File: src/rtl/pwm_breath_ctrl.sv
// pwm_breath_ctrl -- sequencer producing a "breathing" duty profile by
// driving the pwm_en / inc / dec controls of a pwm instance.
//
// The profile ramps the duty up to duty_max, holds, ramps it down to
// duty_min, holds, and repeats until stop. A shadow copy of the pwm duty
// tells the sequencer when a limit has been reached.
//
// Optional feature: define BREATH_ONESHOT_EN to run one profile period only.
// At the end of the first HOLD_LOW the sequencer returns to IDLE and pulses
// done. Without the macro the profile repeats and done is tied low.
//
// Ports:
//   clk, rst_n   clock, asynchronous active-low reset
//   start        level, accepted only in IDLE (configuration is checked)
//   stop         level, aborts the profile from any non-IDLE state
//   duty_ini     initial duty (the same value is fed to the pwm duty_ini)
//   duty_min     lower ramp limit
//   duty_max     upper ramp limit
//   step_div     cycles between duty steps, minus one
//   hold_len     hold duration, minus one
//   pwm_en       enable to the pwm
//   inc, dec     one-cycle duty step pulses to the pwm
//   duty_shadow  controller copy of the pwm duty
//   busy         high in every state except IDLE
//   cfg_err      one-cycle pulse when a start is rejected
//   done         one-cycle pulse when a one-shot profile completes
module pwm_breath_ctrl #(
  parameter int DUTY_W = 7,
  parameter int DIV_W  = 16,
  parameter int HOLD_W = 16
) (
  input  logic              clk,
  input  logic              rst_n,
  input  logic              start,
  input  logic              stop,
  input  logic [DUTY_W-1:0] duty_ini,
  input  logic [DUTY_W-1:0] duty_min,
  input  logic [DUTY_W-1:0] duty_max,
  input  logic [DIV_W-1:0]  step_div,
  input  logic [HOLD_W-1:0] hold_len,
  output logic              pwm_en,
  output logic              inc,
  output logic              dec,
  output logic [DUTY_W-1:0] duty_shadow,
  output logic              busy,
  output logic              cfg_err,
  output logic              done
);

  typedef enum logic [2:0] {
    S_IDLE,
    S_RAMP_UP,
    S_HOLD_HIGH,
    S_RAMP_DOWN,
    S_HOLD_LOW
  } state_t;

  state_t            state_reg, state_next;
  logic [DUTY_W-1:0] min_reg, min_next;
  logic [DUTY_W-1:0] max_reg, max_next;
  logic [DUTY_W-1:0] shadow_reg, shadow_next;
  logic [DIV_W-1:0]  div_cfg_reg, div_cfg_next;
  logic [DIV_W-1:0]  div_cnt_reg, div_cnt_next;
  logic [HOLD_W-1:0] hold_cfg_reg, hold_cfg_next;
  logic [HOLD_W-1:0] hold_cnt_reg, hold_cnt_next;
  logic              pwm_en_reg, pwm_en_next;
  logic              inc_reg, inc_next;
  logic              dec_reg, dec_next;
  logic              busy_reg, busy_next;
  logic              cfg_err_reg, cfg_err_next;
`ifdef BREATH_ONESHOT_EN
  logic              done_reg, done_next;
`endif

  logic              cfg_bad;
  logic [DUTY_W-1:0] shadow_up;
  logic [DUTY_W-1:0] shadow_dn;

  assign cfg_bad   = (duty_min > duty_max) || (duty_ini < duty_min) ||
                     (duty_ini > duty_max);
  assign shadow_up = shadow_reg + 1'b1;
  assign shadow_dn = shadow_reg - 1'b1;

  always_ff @(posedge clk or negedge rst_n) begin
    if (!rst_n) begin
      state_reg    <= S_IDLE;
      min_reg      <= '0;
      max_reg      <= '0;
      shadow_reg   <= '0;
      div_cfg_reg  <= '0;
      div_cnt_reg  <= '0;
      hold_cfg_reg <= '0;
      hold_cnt_reg <= '0;
      pwm_en_reg   <= 1'b0;
      inc_reg      <= 1'b0;
      dec_reg      <= 1'b0;
      busy_reg     <= 1'b0;
      cfg_err_reg  <= 1'b0;
`ifdef BREATH_ONESHOT_EN
      done_reg     <= 1'b0;
`endif
    end else begin
      state_reg    <= state_next;
      min_reg      <= min_next;
      max_reg      <= max_next;
      shadow_reg   <= shadow_next;
      div_cfg_reg  <= div_cfg_next;
      div_cnt_reg  <= div_cnt_next;
      hold_cfg_reg <= hold_cfg_next;
      hold_cnt_reg <= hold_cnt_next;
      pwm_en_reg   <= pwm_en_next;
      inc_reg      <= inc_next;
      dec_reg      <= dec_next;
      busy_reg     <= busy_next;
      cfg_err_reg  <= cfg_err_next;
`ifdef BREATH_ONESHOT_EN
      done_reg     <= done_next;
`endif
    end
  end

  always_comb begin
    state_next    = state_reg;
    min_next      = min_reg;
    max_next      = max_reg;
    shadow_next   = shadow_reg;
    div_cfg_next  = div_cfg_reg;
    div_cnt_next  = div_cnt_reg;
    hold_cfg_next = hold_cfg_reg;
    hold_cnt_next = hold_cnt_reg;
    pwm_en_next   = pwm_en_reg;
    busy_next     = busy_reg;
    inc_next      = 1'b0;
    dec_next      = 1'b0;
    cfg_err_next  = 1'b0;
`ifdef BREATH_ONESHOT_EN
    done_next     = 1'b0;
`endif

    if (state_reg != S_IDLE && stop) begin
      // Abort: any step due at this edge is dropped, the shadow keeps the
      // duty the pwm actually holds.
      state_next    = S_IDLE;
      pwm_en_next   = 1'b0;
      busy_next     = 1'b0;
      div_cnt_next  = '0;
      hold_cnt_next = '0;
    end else begin
      case (state_reg)
        S_IDLE: begin
          if (start && !stop) begin
            if (cfg_bad) begin
              cfg_err_next = 1'b1;
            end else begin
              min_next      = duty_min;
              max_next      = duty_max;
              div_cfg_next  = step_div;
              hold_cfg_next = hold_len;
              shadow_next   = duty_ini;
              pwm_en_next   = 1'b1;
              busy_next     = 1'b1;
              div_cnt_next  = '0;
              hold_cnt_next = '0;
              state_next    = (duty_ini < duty_max) ? S_RAMP_UP : S_HOLD_HIGH;
            end
          end
        end

        S_RAMP_UP: begin
          if (div_cnt_reg == div_cfg_reg) begin
            inc_next     = 1'b1;
            shadow_next  = shadow_up;
            div_cnt_next = '0;
            if (shadow_up == max_reg) begin
              state_next    = S_HOLD_HIGH;
              hold_cnt_next = '0;
            end
          end else begin
            div_cnt_next = div_cnt_reg + 1'b1;
          end
        end

        S_RAMP_DOWN: begin
          if (div_cnt_reg == div_cfg_reg) begin
            dec_next     = 1'b1;
            shadow_next  = shadow_dn;
            div_cnt_next = '0;
            if (shadow_dn == min_reg) begin
              state_next    = S_HOLD_LOW;
              hold_cnt_next = '0;
            end
          end else begin
            div_cnt_next = div_cnt_reg + 1'b1;
          end
        end

        S_HOLD_HIGH: begin
          if (hold_cnt_reg == hold_cfg_reg) begin
            hold_cnt_next = '0;
            div_cnt_next  = '0;
            // With min==max there is nothing to ramp; go straight across.
            state_next    = (shadow_reg == min_reg) ? S_HOLD_LOW : S_RAMP_DOWN;
          end else begin
            hold_cnt_next = hold_cnt_reg + 1'b1;
          end
        end

        S_HOLD_LOW: begin
          if (hold_cnt_reg == hold_cfg_reg) begin
            hold_cnt_next = '0;
            div_cnt_next  = '0;
`ifdef BREATH_ONESHOT_EN
            state_next    = S_IDLE;
            pwm_en_next   = 1'b0;
            busy_next     = 1'b0;
            done_next     = 1'b1;
`else
            state_next    = (shadow_reg == max_reg) ? S_HOLD_HIGH : S_RAMP_UP;
`endif
          end else begin
            hold_cnt_next = hold_cnt_reg + 1'b1;
          end
        end

        default: begin
          state_next  = S_IDLE;
          pwm_en_next = 1'b0;
          busy_next   = 1'b0;
        end
      endcase
    end
  end

  assign pwm_en      = pwm_en_reg;
  assign inc         = inc_reg;
  assign dec         = dec_reg;
  assign duty_shadow = shadow_reg;
  assign busy        = busy_reg;
  assign cfg_err     = cfg_err_reg;
`ifdef BREATH_ONESHOT_EN
  assign done        = done_reg;
`else
  assign done        = 1'b0;
`endif

endmodule

File: config.mk
export PLATFORM = sky130hd
export DESIGN_NAME = pwm_breath_ctrl
export DESIGN_NICKNAME = d
export VERILOG_FILES = /design/src/rtl/pwm_breath_ctrl.sv
export SDC_FILE = /design/constraint.sdc
export NUM_CORES = 1
export LEC_CHECK = 0
export CAP_MARGIN = 20
export CORE_UTILIZATION = 52
export CTS_CLUSTER_SIZE = 30
export DETAILED_ROUTE_END_ITERATION = 7
export DONT_BUFFER_PORTS = 1
export PLACE_DENSITY = 0.69
export SYNTH_ARGS = -nofsm -noshare
export SYNTH_HDL_FRONTEND = slang
export SYNTH_SLANG_ARGS = --single-unit
File: constraint.sdc
create_clock -name clk -period 3.95 [get_ports clk]
set_clock_uncertainty 0.05 [all_clocks]
set_input_delay 0.79 -clock clk [delete_from_list [all_inputs] [get_ports clk]]
set_output_delay 0.79 -clock clk [all_outputs]
set_load 0.05 [all_outputs]
== After elaboration in Yosys (flattened, before gate mapping) ==
Index checks and enable logic that the tools add are counted.

* Flip-flop bits (word level): 92
* Output and inout port bits: 13
* Logic and storage cells: 109

* $add $sub $neg: 4
* $lt $le $gt $ge: 4
* Equal/unequal tests: 24
* Multiplexer cells: 44
* Bitwise gates (word level): 2
* Reductions and logical operators: 19

{| class="wikitable"
|+ Operators by type and width
! kind !! number
|-
| $mux 16 || 11
|-
| $pmux 16 s4 || 1
|-
| $pmux 16 s3 || 1
|-
| $add 16x1->16 const B || 2
|-
| $eq 16x16->1 || 2
|-
| $mux 3 || 10
|-
| $eq 7x7->1 || 4
|-
| $mux 7 || 4
|-
| $ne 3x3->1 const B || 8
|-
| $pmux 7 s3 || 1
|-
| $pmux 3 s5 || 1
|-
| $gt 7x7->1 || 2
|-
| $lt 7x7->1 || 2
|-
| $mux 1 || 12
|-
| $ne 2x2->1 const B || 4
|-
| $reduce_and 4->1 || 2
|-
| $reduce_and 8->1 || 1
|-
| $add 7x1->7 const B || 1
|-
| $reduce_and 7->1 || 1
|-
| $sub 7x1->7 const B || 1
|-
| $eq 3x2->1 const B || 2
|-
| $reduce_and 6->1 || 1
|-
| $reduce_bool 3->1 || 2
|-
| $reduce_bool 5->1 || 1
|-
| 15 further kinds || 20
|}

== Longest topological paths before layout ==
* Word-level depth: 7
* Mapped depth: 12
* Depth with buffers taken out: 9

== Worst setup path before layout ==
OpenSTA, ideal clock, no wires.

* Path kind: input to register
* From: in duty_max[4]
* To: reg div_cnt_reg[7]
* Library setup time: 0.126 ns
* Arrival: 2.822 ns
* Data required time: 3.774 ns
* Slack: 0.952 ns
* Stages: 9
* Buffers on the path: 0
* Path through: inv_1 -> ha_1 -> a211oi_1 -> nor2_1 -> nor3_1 -> o2111a_1 -> a311oi_2 -> or3_1 -> a221o_1

* Cells in the longest elaborated chain, start to end: 5

{| class="wikitable"
|+ Ends and longest elaborated chain
! element !! line !! source
|-
| start, declared || 38 || <nowiki>input logic [DUTY_W-1:0] duty_max,</nowiki>
|-
| $gt 7x7->1 || 79 || <nowiki>assign cfg_bad = (duty_min > duty_max) || (duty_ini < duty_min) ||</nowiki>
|-
| $logic_or 1x1->1 || 79 ||
|-
| $logic_or 1x1->1 * || 79 ||
|-
| $ne 3x3->1 (no source line) * || -- ||
|-
| $reduce_and 4->1 (no source line) * || -- ||
|-
| end signal, assigned || 108 || <nowiki>div_cnt_reg <= div_cnt_next;</nowiki>
|-
| end, declared || 63 || <nowiki>logic [DIV_W-1:0] div_cnt_reg, div_cnt_next;</nowiki>
|}

Mark *: on every way between the ends. The rest lies on a longest branch, timed or not.
A chain may end at the register's enable or synchronous reset.

== Final worst setup path ==
* From: reg shadow_reg[0] (netlist: duty_shadow[0])
* To: reg hold_cnt_reg[7]

* Cells in the longest elaborated chain, start to end: 4

{| class="wikitable"
|+ Ends and longest elaborated chain
! element !! line !! source
|-
| start, declared || 61 || <nowiki>logic [DUTY_W-1:0] shadow_reg, shadow_next;</nowiki>
|-
| start signal, assigned || 106 || <nowiki>shadow_reg <= shadow_next;</nowiki>
|-
| $sub 7x1->7 / $add 7x1->7 (equally long branches) || 82, 81 ||
|-
| $eq 7x7->1 (on tied branches) || 188, 174 ||
|-
| $ne 3x3->1 (no source line) || -- ||
|-
| $reduce_and 7->1 (no source line) * || -- ||
|-
| end signal, assigned || 110 || <nowiki>hold_cnt_reg <= hold_cnt_next;</nowiki>
|-
| end, declared || 65 || <nowiki>logic [HOLD_W-1:0] hold_cnt_reg, hold_cnt_next;</nowiki>
|}

Marks and branches as above.

==> metrics.txt <==
clock share of power=between 15 and 20%; crit share post-route=between 70% and 80%; ys flop type=dfrtp_1; most frequent cells in the layout=92 x dfrtp_1, 49 x mux2_2, 37 x a21oi_1; TritonCTS clock tree=done; Synth area leader=dfrtp_1; layout cells sized above 1=between 10% and 20%; Netlist cell types=54; Setup-failing EPs final=0; largest net degree at the start of global routing=93; register area share after synthesis=about two fifths; starting density of the core=between 50% and 60%; DRC Markers=0; Core Rows=37; syn nets=approximately 640; PortBufs=0; post-route ant nets=0; initial antenna violation count=0; gr busiest metal=met2; worst relative slew slack=about two fifths; switching share of power=a little over two fifths; Tmin final=3.16 ns; total core area=just over 10,000 um^2; Mapped Cells=563; via count=4,242; CTS Buf Count=9; RSZ-0062 raised after global routing=no; Area growth syn-to-layout=5.66%; setup TNS=0 ns; Post-synth EDFFs=0; DP HPWL=9050 um; Hold Fails Final Rpt=0; Detailed Routing Iterations Pass 1=4; die area=between 10,000 and 15,000 um^2; CTS sink count=92; Slew Viols, Final=0; VDD IR max=roughly 0.39 mV; Psw=1.75 mW; P_int=2.39 mW; clock tree buffer depth=2; pwr dens=roughly 700 nW/um^2; Flop pwr share=between 40% and 50%; Startpoint Class=flip-flop; NumNets Final=~630; GRT Resource Usage Total=24.1%; CP Data Required Time=a little over 4 ns; met2 Use GR=36.1%; height of the die=roughly 110 um; vias in the first global route=approximately 4.2k; H-tree depth=3; commonest non-fill, non-tap cell in the layout=dfrtp_1; # diodes=0; post-synthesis average cell area=a little under 10 um^2; Peak Freq=~0.32 GHz; Leakage=2.65 nW; clock-pin slew on the worst setup and hold paths=0.09 ns; max_cap viols=0; hold crit path type=in2async; First DRT Iteration DRCs=approximately 280; # hold bufs at CTS=0; Setup CP Type=reg2reg; placed cell areas=approximately 5700 um^2; Synth area leaders=dfrtp_1 41%, mux2_2 9.9%, ha_1 5.4%; #FFs+latches synth=approximately 90; status=complete, no violations; WL/cell=between 15 and 20 um; total setup buffers inserted after CTS=0; Global Route met1 Usage=between 30% and 40%; final wirelength=roughly 12,000 um; remaining global-route overflow=0; combinational share of power=40.9%; Synth top area share=41.2%; routability cong.=about 0.9; Crit path arrival time=3.34 ns; yosys warns=0; fin area=between 5000 and 6000 um^2; GR Util met3=about 7%; worst-path maximum fanout=16; WHS=between 0.03 and 0.04 ns; first-pass GRT wire length=around 21,000 um; Root Driver=clkbuf_8; Mapped Area=approximately 5600 um^2; Slew @ Worst Pin=0.904 ns; critical path endpoint category=flip-flop; fraction of registers with async set/reset=100%; Ports=70; die width=between 100 and 150 um; vias per inst=approximately 6.1; Worst-Skew Late Latency=0.39 ns; CTS resizes=0
## layout make-up
class	instances	area, um^2
well taps	136	170
multi-input cells	409	3020
clock inverters	6	96.3
fillers	922	4470
repair buffers	11	82.6
inverters	28	105
clock buffers	10	128
flip-flops and latches	92	2300
## logic make-up (layout without fill, tap and decap cells)
kind of cell / count (synthesis) / in the layout / share of synthesized area, %
multiplexers: 50 / 50 / 10.1
buffers and inverters: 62 / 55 / 4.88
XOR/XNOR: 54 / 54 / 8.46
AND/OR/NAND/NOR: 154 / 154 / 15.2
other: 1 / 1 / 0.0671
AO/OA/AOI/OAI: 126 / 126 / 14.7
flip-flops: 92 / 92 / 41.2
adder cells (fa/ha/maj): 24 / 24 / 5.37
## cells in the mapped netlist (17+ instances only)
| cell type | number |
|---|---|
| xor2_1 | 25 |
| mux2_2 | 49 |
| nand2_1 | 17 |
| a21oi_1 | 37 |
| nor2_1 | 24 |
| nand3_1 | 20 |
| dfrtp_1 | 92 |
| o21ai_0 | 18 |
| inv_1 | 28 |
| ha_1 | 24 |
| a31oi_1 | 26 |
| xnor2_1 | 29 |
| and3_1 | 21 |
## worst max-delay path: stages (launching register included)
cell and delay [ns]:
dfrtp_1 0.62, ha_1 0.33, nand2_1 0.13, or3_1 0.41
xnor2_1 0.16, a2111oi_2 0.39, nor4_2 0.13, nor3_4 0.59
a31oi_1 0.19
## through the flow
stage | utilization (%) | setup slack, ns | power, mW | std cells
floorplan | - | 0.952 | 3.03 | 563
global placement | 54.8 | 0.714 | 3.39 | 676
detailed placement | 54.8 | 0.603 | 3.43 | 676
CTS | 56.9 | 0.849 | 4.15 | 692
global route | 56.9 | 0.546 | 4.42 | 692
finish | 56.9 | 0.792 | 4.14 | 692
## worst paths after layout
| path | to | slack (ns) | depth (start not counted) | from |
|---|---|---|---|---|
| setup / recovery | hold_cnt_reg[7] | 0.79 | 8 | duty_shadow[0] |
| hold / removal | max_reg[2] | 0.04 | 0 | rst_n |
| setup reg to reg | hold_cnt_reg[7] | 0.79 | 8 | duty_shadow[0] |
| hold reg to reg | div_cnt_reg[13] | 0.48 | 1 | div_cnt_reg[13] |
| max in group asynchronous | duty_shadow[6] | 3.68 | 0 | rst_n |
| min in group clk | inc | 0.42 | 1 | stop |
## power by group through the flow
stage          Combinational [mW]  Sequential (mW)  Clock, mW
2_1_floorplan                1.42             1.61          0
3_3_place_gp                 1.65             1.74          0
3_5_place_dp                 1.68             1.74          0
4_1_cts                      1.69             1.73      0.733
5_1_grt                      1.88             1.77      0.769
6_report                     1.69             1.73      0.718
## per-layer routing
layer | up-vias | part of all wire, %
met5 | - | 0
met4 | 0 | 1.7
met3 | 20 | 6.5
met2 | 124 | 45
met1 | 2059 | 47
li1 | 2039 | -
No activity file was read; power rests on OpenSTA's default activity.
